`src/rtl/rob_fill_arbiter_if.sv`:
```
// ROB fill arbiter bus: per-unit results in, one fill port out.
// slave = arbiter side, master = units/ROB side.
interface rob_fill_arbiter_if #(
  parameter int NUM_REQ   = 4,
  parameter int ROB_IDX_W = 5,
  parameter int DATA_W    = 32
);
  localparam int SRC_W = $clog2(NUM_REQ);

  logic [NUM_REQ-1:0]           req_valid;
  logic [NUM_REQ-1:0]           req_ready;
  logic [NUM_REQ*ROB_IDX_W-1:0] req_rob_idx;
  logic [NUM_REQ*DATA_W-1:0]    req_data;
  logic [NUM_REQ-1:0]           req_exc;

  logic                 fill_valid;
  logic                 fill_ready;
  logic [ROB_IDX_W-1:0] fill_rob_idx;
  logic [DATA_W-1:0]    fill_data;
  logic                 fill_exc;
  logic [SRC_W-1:0]     fill_src;

  modport slave (
    input  req_valid,
    input  req_rob_idx,
    input  req_data,
    input  req_exc,
    input  fill_ready,
    output req_ready,
    output fill_valid,
    output fill_rob_idx,
    output fill_data,
    output fill_exc,
    output fill_src
  );

  modport master (
    output req_valid,
    output req_rob_idx,
    output req_data,
    output req_exc,
    output fill_ready,
    input  req_ready,
    input  fill_valid,
    input  fill_rob_idx,
    input  fill_data,
    input  fill_exc,
    input  fill_src
  );
endinterface

```
`src/rtl/rob_fill_arbiter.sv`:
```
// Round-robin arbiter sharing the ROB fill port among NUM_REQ units.
// Ports: clk, rst_n (sync, low), flush, bus (slave: req_* in, fill_* out).
module rob_fill_arbiter #(
  parameter int NUM_REQ   = 4,
  parameter int ROB_IDX_W = 5,
  parameter int DATA_W    = 32
) (
  input  logic clk,
  input  logic rst_n,
  input  logic flush,
  rob_fill_arbiter_if.slave bus
);
  localparam int SRC_W = $clog2(NUM_REQ);

  logic [SRC_W-1:0]     r_rr_ptr;
  logic                 r_fill_valid;
  logic [ROB_IDX_W-1:0] r_fill_rob_idx;
  logic [DATA_W-1:0]    r_fill_data;
  logic                 r_fill_exc;
  logic [SRC_W-1:0]     r_fill_src;

  logic                 w_can_load;
  logic                 w_gnt_found;
  logic [SRC_W-1:0]     w_gnt_idx;
  logic                 w_load;
  logic [NUM_REQ-1:0]   w_req_ready;

  function automatic logic [SRC_W-1:0] wrap_add(
    input logic [SRC_W-1:0] p,
    input int               k
  );
    int s;
    s = int'(p) + k;
    if (s >= NUM_REQ) s = s - NUM_REQ;
    return SRC_W'(s);
  endfunction

  // rst_n gates can_load so req_ready stays low during reset.
  assign w_can_load = rst_n & ~flush &
                      (~r_fill_valid | bus.fill_ready);

  // Scan from the top down so the lowest offset from
  // rr_ptr is the last writer and wins.
  always_comb begin
    w_gnt_found = 1'b0;
    w_gnt_idx   = '0;
    for (int k = NUM_REQ - 1; k >= 0; k--) begin
      if (bus.req_valid[wrap_add(r_rr_ptr, k)]) begin
        w_gnt_found = 1'b1;
        w_gnt_idx   = wrap_add(r_rr_ptr, k);
      end
    end
  end

  assign w_load = w_can_load & w_gnt_found;

  always_comb begin
    w_req_ready = '0;
    if (w_load) w_req_ready = NUM_REQ'(1) << w_gnt_idx;
  end

  always_ff @(posedge clk) begin
    if (!rst_n) begin
      r_rr_ptr       <= '0;
      r_fill_valid   <= 1'b0;
      r_fill_rob_idx <= '0;
      r_fill_data    <= '0;
      r_fill_exc     <= 1'b0;
      r_fill_src     <= '0;
    end else if (flush) begin
      r_fill_valid <= 1'b0;
    end else if (w_load) begin
      r_fill_valid   <= 1'b1;
      r_fill_rob_idx <= bus.req_rob_idx[
        int'(w_gnt_idx)*ROB_IDX_W +: ROB_IDX_W];
      r_fill_data    <= bus.req_data[
        int'(w_gnt_idx)*DATA_W +: DATA_W];
      r_fill_exc     <= bus.req_exc[w_gnt_idx];
      r_fill_src     <= w_gnt_idx;
      r_rr_ptr       <= wrap_add(w_gnt_idx, 1);
    end else if (bus.fill_ready) begin
      r_fill_valid <= 1'b0;
    end
  end

  assign bus.req_ready    = w_req_ready;
  assign bus.fill_valid   = r_fill_valid;
  assign bus.fill_rob_idx = r_fill_rob_idx;
  assign bus.fill_data    = r_fill_data;
  assign bus.fill_exc     = r_fill_exc;
  assign bus.fill_src     = r_fill_src;
endmodule

```
`src/flat_wrapper.sv`:
```
// flat-port wrapper written by rule: the top's interface ports become plain ports
module rob_fill_arbiter_flat 
#(
  parameter int NUM_REQ   = 4,
  parameter int ROB_IDX_W = 5,
  parameter int DATA_W    = 32
)
  (clk, rst_n, flush, bus_req_valid, bus_req_rob_idx, bus_req_data, bus_req_exc, bus_fill_ready, bus_req_ready, bus_fill_valid, bus_fill_rob_idx, bus_fill_data, bus_fill_exc, bus_fill_src);
  rob_fill_arbiter_if #(.NUM_REQ(NUM_REQ), .ROB_IDX_W(ROB_IDX_W), .DATA_W(DATA_W)) bus_i ();
  input  logic clk;
  input  logic rst_n;
  input  logic flush;
  input wire logic [$bits(bus_i.req_valid)-1:0] bus_req_valid;
  input wire logic [$bits(bus_i.req_rob_idx)-1:0] bus_req_rob_idx;
  input wire logic [$bits(bus_i.req_data)-1:0] bus_req_data;
  input wire logic [$bits(bus_i.req_exc)-1:0] bus_req_exc;
  input wire logic [$bits(bus_i.fill_ready)-1:0] bus_fill_ready;
  output wire logic [$bits(bus_i.req_ready)-1:0] bus_req_ready;
  output wire logic [$bits(bus_i.fill_valid)-1:0] bus_fill_valid;
  output wire logic [$bits(bus_i.fill_rob_idx)-1:0] bus_fill_rob_idx;
  output wire logic [$bits(bus_i.fill_data)-1:0] bus_fill_data;
  output wire logic [$bits(bus_i.fill_exc)-1:0] bus_fill_exc;
  output wire logic [$bits(bus_i.fill_src)-1:0] bus_fill_src;
  assign bus_i.req_valid = bus_req_valid;
  assign bus_i.req_rob_idx = bus_req_rob_idx;
  assign bus_i.req_data = bus_req_data;
  assign bus_i.req_exc = bus_req_exc;
  assign bus_i.fill_ready = bus_fill_ready;
  assign bus_req_ready = bus_i.req_ready;
  assign bus_fill_valid = bus_i.fill_valid;
  assign bus_fill_rob_idx = bus_i.fill_rob_idx;
  assign bus_fill_data = bus_i.fill_data;
  assign bus_fill_exc = bus_i.fill_exc;
  assign bus_fill_src = bus_i.fill_src;
  rob_fill_arbiter #(.NUM_REQ(NUM_REQ), .ROB_IDX_W(ROB_IDX_W), .DATA_W(DATA_W)) u_core (.clk(clk), .rst_n(rst_n), .flush(flush), .bus(bus_i));
endmodule
```
`config.mk`:
```
export PLATFORM = sky130hd
export DESIGN_NAME = rob_fill_arbiter_flat
export DESIGN_NICKNAME = d
export VERILOG_FILES = /design/src/rtl/rob_fill_arbiter_if.sv /design/src/rtl/rob_fill_arbiter.sv /design/src/flat_wrapper.sv
export SDC_FILE = /design/constraint.sdc
export NUM_CORES = 1
export LEC_CHECK = 0
export BUFFER_PORTS_ARGS = -buffer_cell sky130_fd_sc_hd__buf_4
export CAP_MARGIN = 40
export CORE_MARGIN = 3
export CORE_UTILIZATION = 30
export CTS_BUF_LIST = sky130_fd_sc_hd__clkbuf_8
export CTS_CLUSTER_DIAMETER = 50
export DETAILED_ROUTE_END_ITERATION = 6
export REMOVE_ABC_BUFFERS = 1
export SYNTH_ARGS = -nofsm -noshare
export SYNTH_HDL_FRONTEND = slang
export SYNTH_SLANG_ARGS = --single-unit
```
`constraint.sdc`:
```
create_clock -name clk -period 3.4 [get_ports clk]
set_input_delay 0.34 -clock clk [delete_from_list [all_inputs] [get_ports clk]]
set_output_delay 0.34 -clock clk [all_outputs]
set_load 0.02 [all_outputs]
```
* After elaboration in Yosys (flattened, before gate mapping)
Cells that the tools add are included.
Storage, ports and cells: register bits after elaboration 43, bits of input ports 160, output and inout bits 45
Operators by class: add/subtract/negate cells 9, $mul 1, $lt $le $gt $ge 10, shift operators 3, muxes and demuxes 26, bitwise gates (word level) 7, reductions and logical operators 3
Operator list (number):
- variable part select 128 x 8 -> 32 bit | 1
- variable part select 20 x 32 -> 5 bit | 1
- 2-to-1 mux 2 bit | 9
- < comparator 2 x 3 -> 1 bit (second input constant) | 5
- >= comparator 3 bit (second input constant) | 4
- 2-to-1 mux 1 bit | 11
- binary-select mux 1 bit (select 2 bit) | 5
- subtractor 2 x 1 -> 2 bit (second input constant) | 5
- adder 2 x 1 -> 3 bit (second input constant) | 2
- adder 2 x 2 -> 3 bit (second input constant) | 2
- multiplier 2 x 3 -> 5 bit (second input constant) | 1
- 2-to-1 mux 4 bit | 1
- left shift 1 x 2 -> 4 bit (first input constant) | 1
- bitwise AND 1 bit | 3
- >= comparator 2 x 3 -> 1 bit (second input constant) | 1
- NOT 1 bit | 3
- AND reduction 2 bit | 1
- nonzero test 2 bit | 1
- OR reduction 2 bit | 1
- bitwise OR 1 bit | 1

* Depth between registers and ports, before layout
depth in word-level cells 12, depth in mapped cells 7, gate-level depth less buffers 5

* Least setup slack after synthesis
Ideal clock, no wire load.
path type register to output, start register u_core.r_rr_ptr[1], end output bus_req_ready[3], data arrival time 1.566 ns, path slack 1.494 ns, stages on the path, launching flop included 8, buffers on the path 2, cells stage by stage dfxtp_1 -> mux2_4 -> nand2_4 -> and2_4 -> buf_12 -> buf_8 -> nand2_1 -> nor2_1
On the way: cells in the longest elaborated chain, start to end 11, elaborated cells between the ends (all ways) 34
RTL lines:
- start: declaration | line rob_fill_arbiter.sv:15 | logic [SRC_W-1:0] r_rr_ptr;
- start signal: assignment | line rob_fill_arbiter.sv:80 | r_rr_ptr <= wrap_add(w_gnt_idx, 1);
- adder 2 x 2 -> 3 bit | line rob_fill_arbiter.sv:33 | s = int'(p) + k;
- >= comparator 3 bit or subtractor 2 x 1 -> 2 bit (tied branches) | line rob_fill_arbiter.sv:34 | if (s >= NUM_REQ) s = s - NUM_REQ;
- 2-to-1 mux 2 bit | line rob_fill_arbiter.sv:34
- binary-select mux 1 bit (select 2 bit) | line rob_fill_arbiter.sv:48 | if (bus.req_valid[wrap_add(r_rr_ptr, k)]) begin
- 2-to-1 mux 1 bit (not written as such) | line rob_fill_arbiter.sv:48
- 2-to-1 mux 2 bit or 2-to-1 mux 1 bit (tied branches) (4 in a row) | line rob_fill_arbiter.sv:48
- left shift 1 x 2 -> 4 bit or bitwise AND 1 bit (tied branches) | line rob_fill_arbiter.sv:59, rob_fill_arbiter.sv:55
- 2-to-1 mux 4 bit (*) | line rob_fill_arbiter.sv:59 | if (w_load) w_req_ready = NUM_REQ'(1) << w_gnt_idx;
- end: declaration | line flat_wrapper.sv:18 | output wire logic [$bits(bus_i.req_ready)-1:0] bus_req_ready;
Every way passes the cells marked *; elsewhere a longest branch is shown, timed or not. The select of a mux whose other input is x is not followed.

* Worst setup path in the final report
Same ends and word-level chain as after synthesis.

==> metrics <==
Cell Area, Synth=between 3000 and 4000 um2; Critical Path End Type=primary output; min Tclk post-route=~2.9 ns; DR WL/cell=18.2 um; Top-Level Pins=between 200 and 250; max-slew violations=0; multiplexer area fraction after synthesis=0.00469; Hold Path Class=input port to flop; Max clock buf depth=2; DRC viols=0; Peak VDD IR=~0.16 mV; CP Max Fanout=42; CTS H-tree lvls=2; status=finished, final reports clean; YS warnings=0; R2R setup slack=just under 0.8 ns; RSZ-0062 raised after global routing=false; synth top area cells=dfxtp_1, a2111oi_2, nand2_1; CP cell instances=mux2_4 -> nand2_4 -> and2_4 -> nand2_1 -> nor2_1 -> buf_4; total grt overflow=0; I/O Buffers=around 200; Clock Latency Late Sink=0.30 ns; Layout area overhead=49.1%; antenna violations before repair=0; reg2reg start=u_core.r_rr_ptr[1]; post-CTS sizing=0; first-pass GRT wire length=18400 um; layout net count=685; max_slew headroom=0.599; Clock Sinks=43; Reg2Reg Capture Point=u_core.bus.fill_data[19]; GPL Wtd Cong=~0.76; Cells after Synth=~350; number of global-route vias before repair=3699; Fmax achieved=349 MHz; count of cell types in the netlist=36; Hold Path Depth=3; via count=3588; Max Cap Viol=0; Clk pin slew, worst setup/hold paths=~0.10 ns; layout cells sized above 1=0.559; Yosys top cell area share=0.269; adder-cell share of the synthesized area=0; syn avg cell area=between 9 and 10 um2; die area=between 10000 and 15000 um2; Die Width=between 100 and 150 um; Placeable Area=approximately 10000 um2; R2R depth=6; # Post-CTS Setup Buffers=0; Setup Skew=0.0151 ns; Setup CP Type=flop to primary output; Die H=about 110 um; num rows=37; iteration count of the initial detailed-routing pass=4; TNS Setup=0 ns; drt total wl=roughly 12000 um; CP max stage delay=approximately 0.6 ns; complex-gate fraction of the synthesized area=0.383; Worst Hold Launch=bus_req_data[13]; Min-Delay Endpoint=u_core.bus.fill_data[13]; CTS tree=done; largest net degree at the start of global routing=48; Hold Vio Cnt, Final=0; sequential share of the synthesized area=0.269; antenna cells=0; Worst Path Required=3.06 ns; cts hold-fix bufs=0; final antenna-violating net count=0; total CTS buffers=5; Finished Cell Area=around 4800 um2; Tot GR Track Use=0.194; Final period util=0.843; Slew @ Worst Pin=around 0.6 ns; vias per cell=roughly 5.4; Initial Util=0.309; Critical Path Start=u_core.r_rr_ptr[1]; Synth Area in Simple Gates=0.227; Post-Synth XOR/XNOR Area=0.00273; Leak Pwr=between 2 and 2.5 nW; clk root buf=clkbuf_8; Startpoint Class=flop; DR iter-0 viols=189; placed cell area=around 4700 um2; post-synth top area cell=dfxtp_1; Crit path arrival time=between 2 and 3 ns; Power Dens Cells=338 nW/um2; post-synthesis register bit count=43; CP max-delay cell=and2_4; final setup vio count=0; Tot Pwr=between 0.0015 and 0.002 W; DP HPWL=a little over 8000 um; main combinational cell family by area after synthesis=compound AO/OA/AOI/OAI gates
-- cells in the mapped netlist --
cell       number
a2111oi_0       8
a2111oi_2      28
a2111oi_4       2
a21boi_0        2
a21boi_2        1
a21o_1          1
a21oi_1         3
a21oi_2         1
a311oi_1       29
a311oi_2        9
and2_4          2
and3_1         18
and3_2          8
and3_4         14
buf_12          4
buf_2          12
buf_4           9
buf_6          10
buf_8           1
clkbuf_1        6
dfxtp_1        43
inv_1           1
inv_2           1
mux2_4          1
nand2_1        79
nand2_4         2
nand2b_1        2
nor2_1          3
nor2b_1         2
nor3_1          1
nor4_2          1
o21ai_0        40
o22ai_2         1
o32a_4          1
or3_1           1
xnor2_1         1
-- layer usage --
layer | global-route usage | wire length, um | part of all wire | vias to the layer above
met5 | 0 | 0 | 0 | -
met4 | 0.0419 | 154 | 0.013 | 0
met3 | 0.0393 | 1100 | 0.091 | 15
met2 | 0.332 | 5880 | 0.49 | 191
met1 | 0.252 | 4940 | 0.41 | 1690
li1 | - | - | - | 1692
-- through the flow --
step / hold WS, ns / utilization / std cells / worst slack [ns]
finish: 0.304 / 0.461 / 662 / 0.535
global route: 0.298 / 0.461 / 662 / 0.331
CTS: 0.293 / 0.461 / 662 / 0.526
detailed placement: 0.463 / 0.449 / 654 / 0.805
global placement: 0.451 / 0.447 / 653 / 0.900
floorplan: 0.478 / - / 306 / 0.155
-- layout make-up --
| class | count | area (um2) |
|---|---|---|
| repair buffers | 212 | 1630 |
| inverters | 2 | 7.51 |
| fillers | 1041 | 5590 |
| multi-input cells | 261 | 1990 |
| clock buffers | 6 | 82.6 |
| clock inverters | 2 | 35.0 |
| well taps | 136 | 170 |
| flip-flops and latches | 43 | 861 |
-- power by group --
part           switching (W)  internal [W]  leakage [nW]
clock               0.000198      0.000238        0.0612
sequential         0.0000224      0.000542         0.354
combinational       0.000331      0.000283          1.60
total               0.000551       0.00106          2.02
-- worst max-delay path: cells and delay by family, from the launching register on --
kind	cells	cell delay (ns)
buffers and inverters	1	0.15
muxes	1	0.35
and+or+nand+nor	4	1.21
DFF	1	0.51
-- cell usage in the layout (no fill, tap or decap), types with 2 or more instances in the layout --
cell type / instances
nand2_1: 79
and3_2: 8
a2111oi_4: 2
clkbuf_8: 6
nor2b_1: 2
and2_4: 2
a21boi_0: 2
o21ai_0: 40
buf_4: 209
a2111oi_2: 28
dfxtp_1: 43
nand2b_1: 2
and3_1: 18
a311oi_2: 9
and3_4: 14
a2111oi_0: 8
a21oi_1: 3
nor2_1: 3
buf_12: 3
nand2_4: 2
a311oi_1: 29
-- flip-flops by register name (all words and copies together) (netlist names) --
name and flops:
u_core.bus.fill_rob_idx 5, u_core.r_rr_ptr 2, u_core.bus.fill_data 32, u_core.bus.fill_valid 1
u_core.bus.fill_exc 1, u_core.bus.fill_src 2
-- worst max-delay path by stage --
stage,to,slack [ns],cells past startpoint
6_report,bus_req_ready[3],0.53,6
5_1_grt,bus_req_ready[3],0.33,6
4_1_cts,bus_req_ready[3],0.53,6
3_5_place_dp,u_core.bus.fill_data[19],0.81,6
3_3_place_gp,u_core.bus.fill_data[15],0.90,6
2_1_floorplan,u_core.bus.fill_data[0],0.16,4
-- cells by family (layout without fill, tap and decap cells) --
logic type	count (synthesis)	in the layout
AND/OR/NAND/NOR	133	133
buffers and inverters	44	222
AO/OA/AOI/OAI	126	126
XOR/XNOR	1	1
flip-flops	43	43
multiplexers	1	1
Power figures use the tool's default switching activity.
